<file path="src/rtl/align_accum_if.sv">
// ============================================================================
// Module      : align_accum_if
// Description : Bundles the beat-in / group-result-out handshake of the
//               align_accum block.
//                 in_valid/in_ready/align_pp/in_last/flush : upstream beats
//                 out_valid/out_ready/acc_sum/out_count/out_forced : results
//               Modport "master" is the environment side, "slave" the block.
// Revision    : 1.0 - initial release
// ============================================================================
`default_nettype none

interface align_accum_if #(
  parameter int PP_W      = 15,
  parameter int MAX_TERMS = 16
) ();
  localparam int SUM_W  = PP_W + $clog2(MAX_TERMS);
  localparam int OCNT_W = $clog2(MAX_TERMS) + 1;

  logic              in_valid;
  logic              in_ready;
  logic [PP_W-1:0]   align_pp;
  logic              in_last;
  logic              flush;
  logic              out_valid;
  logic              out_ready;
  logic [SUM_W-1:0]  acc_sum;
  logic [OCNT_W-1:0] out_count;
  logic              out_forced;

  modport master (
    output in_valid, align_pp, in_last, flush, out_ready,
    input  in_ready, out_valid, acc_sum, out_count, out_forced
  );

  modport slave (
    input  in_valid, align_pp, in_last, flush, out_ready,
    output in_ready, out_valid, acc_sum, out_count, out_forced
  );
endinterface

`default_nettype wire

</file>
<file path="src/rtl/align_accum.sv">
// ============================================================================
// Module      : align_accum
// Description : Sums groups of signed aligned partial products. A group is
//               closed by a beat with in_last=1 or when it reaches MAX_TERMS
//               terms; the result is presented one cycle later in a single
//               output register with a valid/ready handshake. flush drops
//               the partially accumulated group without touching the result.
// Ports       : clk    - clock, all state on rising edge
//               rst    - synchronous active-high reset
//               io_bus - align_accum_if.slave (beat input, result output)
// Revision    : 1.0 - initial release
// ============================================================================
`default_nettype none

module align_accum #(
  parameter int PP_W      = 15,
  parameter int MAX_TERMS = 16,
  parameter int SUM_W     = PP_W + $clog2(MAX_TERMS)
) (
  input  wire logic    clk,
  input  wire logic    rst,
  align_accum_if.slave io_bus
);

  // Running counter only needs 0..MAX_TERMS-1; the reported count reaches
  // MAX_TERMS and therefore needs one extra bit.
  localparam int CNT_W  = $clog2(MAX_TERMS);
  localparam int OCNT_W = CNT_W + 1;
  localparam logic [CNT_W-1:0] c_CNT_LAST = CNT_W'(MAX_TERMS - 1);

  typedef enum logic [0:0] {
    S_EMPTY = 1'b0,
    S_ACCUM = 1'b1
  } state_t;

  state_t              r_state;
  state_t              w_state_nxt;
  logic [SUM_W-1:0]    r_acc;
  logic [SUM_W-1:0]    w_acc_nxt;
  logic [CNT_W-1:0]    r_cnt;
  logic [CNT_W-1:0]    w_cnt_nxt;

  logic                r_out_valid;
  logic                w_out_valid_nxt;
  logic [SUM_W-1:0]    r_acc_sum;
  logic [SUM_W-1:0]    w_acc_sum_nxt;
  logic [OCNT_W-1:0]   r_out_count;
  logic [OCNT_W-1:0]   w_out_count_nxt;
  logic                r_out_forced;
  logic                w_out_forced_nxt;

  logic                w_in_ready;
  logic                w_accept;
  logic                w_close;
  logic [SUM_W-1:0]    w_ext;
  logic [SUM_W-1:0]    w_base;
  logic [SUM_W-1:0]    w_sum;

  // A beat may enter whenever the output register is free or being drained
  // this very cycle, which gives one closed group per cycle.
  assign w_in_ready = ~io_bus.flush & (~r_out_valid | io_bus.out_ready);
  assign w_accept   = io_bus.in_valid & w_in_ready;

  assign w_ext  = {{(SUM_W-PP_W){io_bus.align_pp[PP_W-1]}}, io_bus.align_pp};
  // In EMPTY the group starts from zero regardless of the accumulator value.
  assign w_base = (r_state == S_EMPTY) ? '0 : r_acc;
  assign w_sum  = w_base + w_ext;

  assign w_close = w_accept & (io_bus.in_last | (r_cnt == c_CNT_LAST));

  always_comb begin
    w_state_nxt      = r_state;
    w_acc_nxt        = r_acc;
    w_cnt_nxt        = r_cnt;
    w_acc_sum_nxt    = r_acc_sum;
    w_out_count_nxt  = r_out_count;
    w_out_forced_nxt = r_out_forced;
    w_out_valid_nxt  = r_out_valid & ~io_bus.out_ready;

    if (io_bus.flush) begin
      w_state_nxt = S_EMPTY;
      w_acc_nxt   = '0;
      w_cnt_nxt   = '0;
    end else if (w_close) begin
      w_state_nxt      = S_EMPTY;
      w_acc_nxt        = '0;
      w_cnt_nxt        = '0;
      w_acc_sum_nxt    = w_sum;
      w_out_count_nxt  = {1'b0, r_cnt} + OCNT_W'(1);
      w_out_forced_nxt = ~io_bus.in_last;
      w_out_valid_nxt  = 1'b1;
    end else if (w_accept) begin
      w_state_nxt = S_ACCUM;
      w_acc_nxt   = w_sum;
      w_cnt_nxt   = r_cnt + CNT_W'(1);
    end
  end

  always_ff @(posedge clk) begin
    if (rst) begin
      r_state      <= S_EMPTY;
      r_acc        <= '0;
      r_cnt        <= '0;
      r_out_valid  <= 1'b0;
      r_acc_sum    <= '0;
      r_out_count  <= '0;
      r_out_forced <= 1'b0;
    end else begin
      r_state      <= w_state_nxt;
      r_acc        <= w_acc_nxt;
      r_cnt        <= w_cnt_nxt;
      r_out_valid  <= w_out_valid_nxt;
      r_acc_sum    <= w_acc_sum_nxt;
      r_out_count  <= w_out_count_nxt;
      r_out_forced <= w_out_forced_nxt;
    end
  end

  assign io_bus.in_ready   = w_in_ready;
  assign io_bus.out_valid  = r_out_valid;
  assign io_bus.acc_sum    = r_acc_sum;
  assign io_bus.out_count  = r_out_count;
  assign io_bus.out_forced = r_out_forced;

endmodule

`default_nettype wire

</file>
<file path="src/flat_wrapper.sv">
// flat-port wrapper written by rule: the top's interface ports become plain ports
module align_accum_flat 
#(
  parameter int PP_W      = 15,
  parameter int MAX_TERMS = 16,
  parameter int SUM_W     = PP_W + $clog2(MAX_TERMS)
)
  (clk, rst, io_bus_in_valid, io_bus_align_pp, io_bus_in_last, io_bus_flush, io_bus_out_ready, io_bus_in_ready, io_bus_out_valid, io_bus_acc_sum, io_bus_out_count, io_bus_out_forced);
  align_accum_if #(.PP_W(PP_W), .MAX_TERMS(MAX_TERMS)) io_bus_i ();
  input  wire logic clk;
  input  wire logic rst;
  input wire logic [$bits(io_bus_i.in_valid)-1:0] io_bus_in_valid;
  input wire logic [$bits(io_bus_i.align_pp)-1:0] io_bus_align_pp;
  input wire logic [$bits(io_bus_i.in_last)-1:0] io_bus_in_last;
  input wire logic [$bits(io_bus_i.flush)-1:0] io_bus_flush;
  input wire logic [$bits(io_bus_i.out_ready)-1:0] io_bus_out_ready;
  output wire logic [$bits(io_bus_i.in_ready)-1:0] io_bus_in_ready;
  output wire logic [$bits(io_bus_i.out_valid)-1:0] io_bus_out_valid;
  output wire logic [$bits(io_bus_i.acc_sum)-1:0] io_bus_acc_sum;
  output wire logic [$bits(io_bus_i.out_count)-1:0] io_bus_out_count;
  output wire logic [$bits(io_bus_i.out_forced)-1:0] io_bus_out_forced;
  assign io_bus_i.in_valid = io_bus_in_valid;
  assign io_bus_i.align_pp = io_bus_align_pp;
  assign io_bus_i.in_last = io_bus_in_last;
  assign io_bus_i.flush = io_bus_flush;
  assign io_bus_i.out_ready = io_bus_out_ready;
  assign io_bus_in_ready = io_bus_i.in_ready;
  assign io_bus_out_valid = io_bus_i.out_valid;
  assign io_bus_acc_sum = io_bus_i.acc_sum;
  assign io_bus_out_count = io_bus_i.out_count;
  assign io_bus_out_forced = io_bus_i.out_forced;
  align_accum #(.PP_W(PP_W), .MAX_TERMS(MAX_TERMS), .SUM_W(SUM_W)) u_core (.clk(clk), .rst(rst), .io_bus(io_bus_i));
endmodule
</file>
<file path="config.mk">
export PLATFORM = sky130hd
export DESIGN_NAME = align_accum_flat
export DESIGN_NICKNAME = d
export VERILOG_FILES = /design/src/rtl/align_accum_if.sv /design/src/rtl/align_accum.sv /design/src/flat_wrapper.sv
export SDC_FILE = /design/constraint.sdc
export NUM_CORES = 1
export LEC_CHECK = 0
export ABC_AREA = 0
export CORE_ASPECT_RATIO = 0.5
export CORE_MARGIN = 1
export CORE_UTILIZATION = 30
export DETAILED_ROUTE_END_ITERATION = 10
export SYNTH_ARGS = -nofsm -noshare
export SYNTH_HDL_FRONTEND = slang
export SYNTH_SLANG_ARGS = --single-unit
</file>
<file path="constraint.sdc">
create_clock -name clk -period 4.3 [get_ports clk]
set_input_delay 0.86 -clock clk [delete_from_list [all_inputs] [get_ports clk]]
set_output_delay 0.86 -clock clk [all_outputs]
set_load 0.1 [all_outputs]
</file>
[Word-level counts from Yosys, hierarchy flattened]
Cells that the tools add are included.
Storage, ports and cells
  register bits: 50
  output and inout bits: 27
  word-level logic and storage cells: 26
Operators by class
  add/subtract/negate cells: 3
  equality and inequality tests: 1
  muxes and demuxes: 3
  bitwise gates (word level): 10
  reduce and logical (&&, ||, !) cells: 2
Operator list (count)
  19-bit adder: 1
  19-bit two-way mux: 1
  4-bit by 1-bit adder with 5-bit output (second input constant): 1
  4-bit by 1-bit adder with 4-bit output (second input constant): 1
  1-bit AND: 4
  4-bit == test (second input constant): 1
  1-bit NOT: 4
  3-bit OR reduction: 1
  1-bit two-way mux: 2
  1-bit OR: 2
  2-bit AND reduction: 1

[Logic depth before layout (Yosys ltp)]
Gate-level depths: netlist of run 1.
  word-level depth: 7
  depth in mapped cells: 12

[Worst setup path after synthesis of run 1]
OpenSTA, ideal clock, no wires.
  path kind: input to register
  from: input io_bus_out_ready
  to: register u_core.r_cnt[3]
  setup time: 0.070 ns
  arrival time: 3.406 ns
  required time: 4.230 ns
  path slack: 0.824 ns
  cell stages on the path: 5
  path buffers: 0
  cells stage by stage: and2b_1 nor2_1 nand2_1 or3_1 a21oi_1
On the way
  word-level cells in the longest chain between the ends: 5
RTL lines
  start: declaration: RTL line flat_wrapper.sv:16  | input wire logic [$bits(io_bus_i.out_ready)-1:0] io_bus_out_ready;
  1-bit OR *: RTL line align_accum.sv:61  | assign w_in_ready = ~io_bus.flush & (~r_out_valid | io_bus.out_ready);
  1-bit AND *: RTL line align_accum.sv:61
  net io_bus_in_ready: RTL line flat_wrapper.sv:17  | output wire logic [$bits(io_bus_i.in_ready)-1:0] io_bus_in_ready;
  1-bit AND *: RTL line align_accum.sv:62  | assign w_accept = io_bus.in_valid & w_in_ready;
  1-bit AND: RTL line align_accum.sv:69  | assign w_close = w_accept & (io_bus.in_last | (r_cnt == c_CNT_LAST));
  3-bit OR reduction (no line)
  end signal: assignment: RTL line align_accum.sv:111  | r_cnt <= w_cnt_nxt;
  end: declaration: RTL line align_accum.sv:40  | logic [CNT_W-1:0] r_cnt;
The timed path passes the listed nets; every way through them passes the cells marked *.
A chain may end at the register's enable or synchronous reset.

[Worst setup path in the final report of run 1]
  from: input io_bus_align_pp[0]
  to: register u_core.r_acc_sum[12], in the netlist u_core.io_bus.acc_sum[12]
On the way
  word-level cells in the longest chain between the ends: 1
RTL lines
  start: declaration: RTL line flat_wrapper.sv:13  | input wire logic [$bits(io_bus_i.align_pp)-1:0] io_bus_align_pp;
  19-bit adder: RTL line align_accum.sv:67  | assign w_sum = w_base + w_ext;
  end signal: assignment: RTL line align_accum.sv:113  | r_acc_sum <= w_acc_sum_nxt;
  end: declaration: RTL line align_accum.sv:45  | logic [SUM_W-1:0] r_acc_sum;
Every way passes these cells.

==> impl_metrics.yaml, run 1 <==
clock_network:
  clkSinkCount: 50
  cts.path.max_buffers: 2
  htree_levels: 2
  cts_tree: "yes"
  clockRootBuffer: "clkbuf_16"
  clock_latency_ps: 300
  cts.hold.buffers_added: 0
  post_cts_resize_count: 0
  cts_buffers: 5
  clkTransAtPathRegs_ps: 70
  cts_setup_buffers: 0
finish:
  final_nets: 445
  drive_gt1_share_pct: 7.90
  areaGrowthSynthToFinish_pct: 25.5
  n_antenna_cell: 0
  utilization_pct: 39.1
  multi_input_area_sq_um: 1840
  ff_latch_area_sq_um: 1000
  n_fill_cell: 1003
synthesis:
  synth_area_per_cell_sq_um: 8.18
  yosysWarningCount: 0
  synth_edf_count: 0
  yosysUniqueCellTypes: 57
  ys_seq_elements: 50
  syn_area_sq_um: 2970
  ys_seq_area_share_pct: 33.7
  synth_area_leaders: "dfxtp_1, nand2_1, ha_1, a21oi_1, nor2_1"
  synthArstFlopShare_pct: 0
  yosys-top-cells-count: "nand2_1, dfxtp_1, a21oi_1"
  netlist_instances: 363
  synth_top_area_share_pct: 33.7
  ys.flop_type: "dfxtp_1"
  synth.net_count: 404
  synth.most_common_cell: "nand2_1"
  yosysTopAreaCell: "dfxtp_1"
floorplan:
  die_x_um: 143
  die_height_um: 72.3
  start_util_pct: 31.1
  row_count: 25
  core_sq_um: 9540
  pin_count: 48
  dieArea_sq_um: 10300
drt:
  first_iter_violations: 179
  vias_per_cell: 4.92
  first_pass_iters: 6
  wl_per_cell_um: 13.8
  top_layer_used: "met4"
  drt.antenna.violating_nets: 0
  met1Wirelength_mm: 3.95
  drc: 0
  via_count: 2656
  drt-total-wl_mm: 7.44
  dr_wl_met3_um: 329
  wl_met2_mm: 3.09
timing:
  setup_tns_ps: 0
  setup_viol: 0
  worst-slew-pin-transition_ps: 989
  relSlewSlack_pct: 33.9
  fmax_ghz: 0.325
  skew_ps: 11.7
  fin_crit_sh_pct: 71.6
  period_minus_slack_ps: 3080
  finalWorstSetupSlack_ps: 1220
  finalHoldViolCount: 0
  slew_viol_final: 0
  rsz0062_at_grt: "no"
global_route:
  grt_pass1_wl_mm: 12.0
  grt_max_degree: 28
  antenna_found_initial: 0
  grt.total_usage_pct: 14.9
  first_global_vias: 2364
  overflow: 0
pwr:
  leakage_nw: 1.47
  pwr_density_cell_nw_per_um2: 307
  ir_drop_mv: 0.133
setup_path:
  cp-end-kind: "flop"
  required_ps: 4520
  worstSetupStartpointType: "primary input"
  critical-path-top-delay-family: "compound AO/OA/AOI/OAI gates"
  path_buf_inv: 2
  crit_path_max_fanout: 4
  cp_cell_sequence: "clkdlybuf4s50_1 -> ha_1 -> inv_1 -> fa_1 -> nand2b_1 -> a21oi_2 -> o21ai_1 -> a21oi_1 -> mux2_2 -> o22ai_1"
  slowest_delay_ps: 460
  path_class: "in2reg"
  arrival_ps: 3300
  crit_path_top_delay_cell: "clkdlybuf4s50_1"
placed_design:
  place_congestion: 0.910
  pre_cts_slack_ps: 997
  dpl.hpwl_mm: 5.54
  io_buffer_count: 47
min_path:
  hold_class: "reg2reg"
run:
  cap_violations: 0
outcome:
  status: "completed"
-- flip-flops by register name (all words and copies together) (netlist names) --
signal / cells
u_core.r_cnt: 4
u_core.r_acc: 19
u_core.io_bus.acc_sum: 19
u_core.io_bus.out_forced: 1
u_core.io_bus.out_count: 5
u_core.r_state: 1
u_core.io_bus.out_valid: 1
-- cells in the final DEF (no fill, tap or decap), types with 2 or more instances in the layout --
cell              n
nand2_1          64
a31oi_1           3
nand3_1          11
nor3_1            7
a21oi_4           2
mux2i_1           2
a21oi_2           2
o21a_1            3
a21o_1            4
buf_4             6
and2_1           17
or3_1             2
xnor2_1          12
o21ai_0          12
a22o_1           10
inv_1             8
dfxtp_1          50
clkdlybuf4s50_1  46
nand2b_1          2
nor2_1           29
nand3b_1          3
clkbuf_16         5
ha_1             19
a211oi_1          5
o21ai_1           3
a21oi_1          34
nor4_1            2
xor2_1            8
nand4_1           4
-- area by class of cell --
type,count,share of cell area (%)
Multi-Input combinational cell,287,49.5
Sequential cell,50,26.9
Timing Repair Buffer,52,13.6
Tap cell,135,4.53
Clock buffer,6,3.73
Clock inverter,2,1.04
Inverter,8,0.806
-- metrics by stage --
step / area, sq um / total power [mW] / instances / hold slack (ps)
3_3_place_gp: 3550 / 0.686 / 532 / 430
4_1_cts: 3730 / 1.16 / 540 / 452
2_1_floorplan: 2970 / 0.628 / 363 / 417
3_5_place_dp: 3550 / 0.685 / 532 / 435
5_1_grt: 3730 / 1.19 / 540 / 471
6_report: 3730 / 1.15 / 540 / 453
-- cell families after synthesis --
logic type | share of synthesized area, %
buffers and inverters | 4.21
flip-flops | 33.7
AO/OA/AOI/OAI | 20.9
XOR/XNOR | 5.90
adder cells (fa/ha/maj) | 8.68
multiplexers | 1.05
AND/OR/NAND/NOR | 25.6
-- worst reg2reg max path: stages, from the launching register on --
cell and delay [ps]:
dfxtp_1 310, buf_4 220, and2_1 180, ha_1 160, inv_1 60, fa_1 410, nand2b_1 190, a21oi_2 190
o21ai_1 180, a21oi_1 300, mux2_2 380, o22ai_1 110
-- power by group --
part           internal [mW]  total [mW]  switching [mW]
registers              0.475       0.482         0.00643
clock network          0.293       0.470           0.177
logic                 0.0604       0.193           0.133
-- path summary, 6_finish.rpt --
check | start | to | slack (ps) | cells after the start
worst max-delay path | io_bus_align_pp[0] | u_core.io_bus.acc_sum[12] | 1220 | 10
worst min register to register | u_core.r_acc[5] | u_core.r_acc[5] | 450 | 2
worst min-delay path | u_core.r_acc[5] | u_core.r_acc[5] | 450 | 2
worst max register to register | u_core.r_state | u_core.io_bus.acc_sum[12] | 1540 | 11
-- per-layer routing --
metal  vias up  track usage (%)
li1       1354                -
met1      1240             20.8
met2        52             22.9
met3        10             3.76
met4         0             3.46
met5         -                0
Power figures use the tool's default switching activity.
==> run 2, diff against run 1 <==
clock period = 3 ns   (was 4.3 ns; I/O delays follow)
==> impl_metrics.yaml, run 2 (same netlist as run 1, synthesis figures left out) <==
outcome:
  status: "completed"
placed_design:
  place_congestion: 0.906
  dpl_cell_area_sq_um: 3590
  io_buffer_count: 47
  dpl.hpwl_mm: 5.84
finish:
  utilization_pct: 39.3
  final_area_sq_um: 3750
  final_cell_mix: "nand2_1, dfxtp_1, buf_4, a21oi_1, nor2_1"
  final_common_cell: "nand2_1"
  n_antenna_cell: 0
  areaGrowthSynthToFinish_pct: 26.4
  final_nets: 457
  drive_gt1_share_pct: 16.8
pwr:
  pwr_density_cell_nw_per_um2: 428
  p_total_mw: 1.61
  ir_drop_mv: 0.219
  leakage_nw: 1.57
setup_path:
  crit_path_top_delay_cell: "clkdlybuf4s50_1"
  crit_path_max_fanout: 3
  worstSetupStartpointType: "primary input"
  path_class: "in2reg"
  cp_cell_sequence: "clkdlybuf4s50_1 -> ha_1 -> inv_1 -> fa_1 -> nand2b_1 -> a21oi_2 -> o21ai_1 -> o311ai_2 -> xor2_1 -> a22o_1"
  rrSetupSlack_ps: 450
  arrival_ps: 2910
  cp-end-kind: "flop"
  required_ps: 3180
  slowest_delay_ps: 460
timing:
  finalHoldViolCount: 0
  skew_ps: 5.18
  fin_crit_sh_pct: 90.9
  fmax_ghz: 0.367
  setup_tns_ps: 0
  rsz0062_at_grt: "no"
  relSlewSlack_pct: 63.0
  slew_viol_final: 0
  period_minus_slack_ps: 2730
  worst-slew-pin-transition_ps: 550
  setup_viol: 0
global_route:
  grt.total_usage_pct: 15.7
  grtUsageMet2_pct: 24.6
  grt_pass1_wl_mm: 12.5
  grt_busiest_layer: "met2"
  overflow: 0
  grt_use_met3_pct: 3.96
  use_met1_pct: 21.6
  grt_max_degree: 20
  antenna_found_initial: 0
  first_global_vias: 2499
floorplan:
  pin_count: 48
  core_sq_um: 9540
  die_x_um: 143
  row_count: 25
  die_height_um: 72.3
  dieArea_sq_um: 10300
  start_util_pct: 31.1
drt:
  via_count: 2680
  first_iter_violations: 143
  drc: 0
  drt-total-wl_mm: 7.53
  vias_per_cell: 4.86
  first_pass_iters: 4
  wl_per_cell_um: 13.7
  drt.antenna.violating_nets: 0
min_path:
  hold_class: "reg2reg"
clock_network:
  cts.path.max_buffers: 2
  cts_setup_buffers: 0
  post_cts_resize_count: 0
  clkTransAtPathRegs_ps: 60
  cts_tree: "yes"
  cts_buffers: 5
  cts.hold.buffers_added: 0
  clock_latency_ps: 290
  clockRootBuffer: "clkbuf_16"
  clkSinkCount: 50
  htree_levels: 2
run:
  cap_violations: 0
==> run 2: worst paths after layout <==
check / startpoint / endpoint / depth (start not counted)
hold reg to reg: u_core.r_acc[12] / u_core.r_acc[12] / 2
setup reg to reg: u_core.r_state / u_core.r_acc[15] / 9
setup / recovery: io_bus_align_pp[0] / u_core.r_acc[16] / 10
hold / removal: u_core.r_acc[12] / u_core.r_acc[12] / 2
==> run 2: power by group <==
group	internal [mW]	leakage (nW)	switching (mW)
clock network	0.390	0.0799	0.244
registers	0.682	0.406	0.0100
logic	0.0891	1.08	0.191
==> run 2: critical path, delay by kind of cell <==
family	cells	cell delay, ps
AOI/OAI and AO/OA	4	890
xor gates and xnor gates	1	140
adders and majority gates	2	570
buffers and inverters	2	510
and+or+nand+nor	1	200
==> run 2: area by class of cell <==
class / count / area [sq um]
clock inverters: 2 / 38.8
well taps: 135 / 169
repair buffers: 64 / 543
inverters: 8 / 30.0
flip-flops and latches: 50 / 1000
fillers: 1016 / 5790
clock buffers: 5 / 125
multi-input cells: 287 / 1850
==> run 2: metrics by stage <==
step	worst slack [ps]	cells	hold slack [ps]
2_1_floorplan	181	363	417
3_3_place_gp	16.3	544	429
3_5_place_dp	-22.7	544	437
4_1_cts	283	551	452
5_1_grt	126	551	473
6_report	272	551	449
==> run 2: metal layers <==
layer | vias up | wire [um]
li1 | 1375 | -
met1 | 1267 | 3870
met2 | 34 | 3280
met3 | 4 | 328
met4 | 0 | 48
met5 | - | 0
==> run 3, diff against run 2 <==
CORE_MARGIN = default   (was 1)
==> results of run 3 <==
No change in the layout: final DEF, timing and power equal those of run 2.
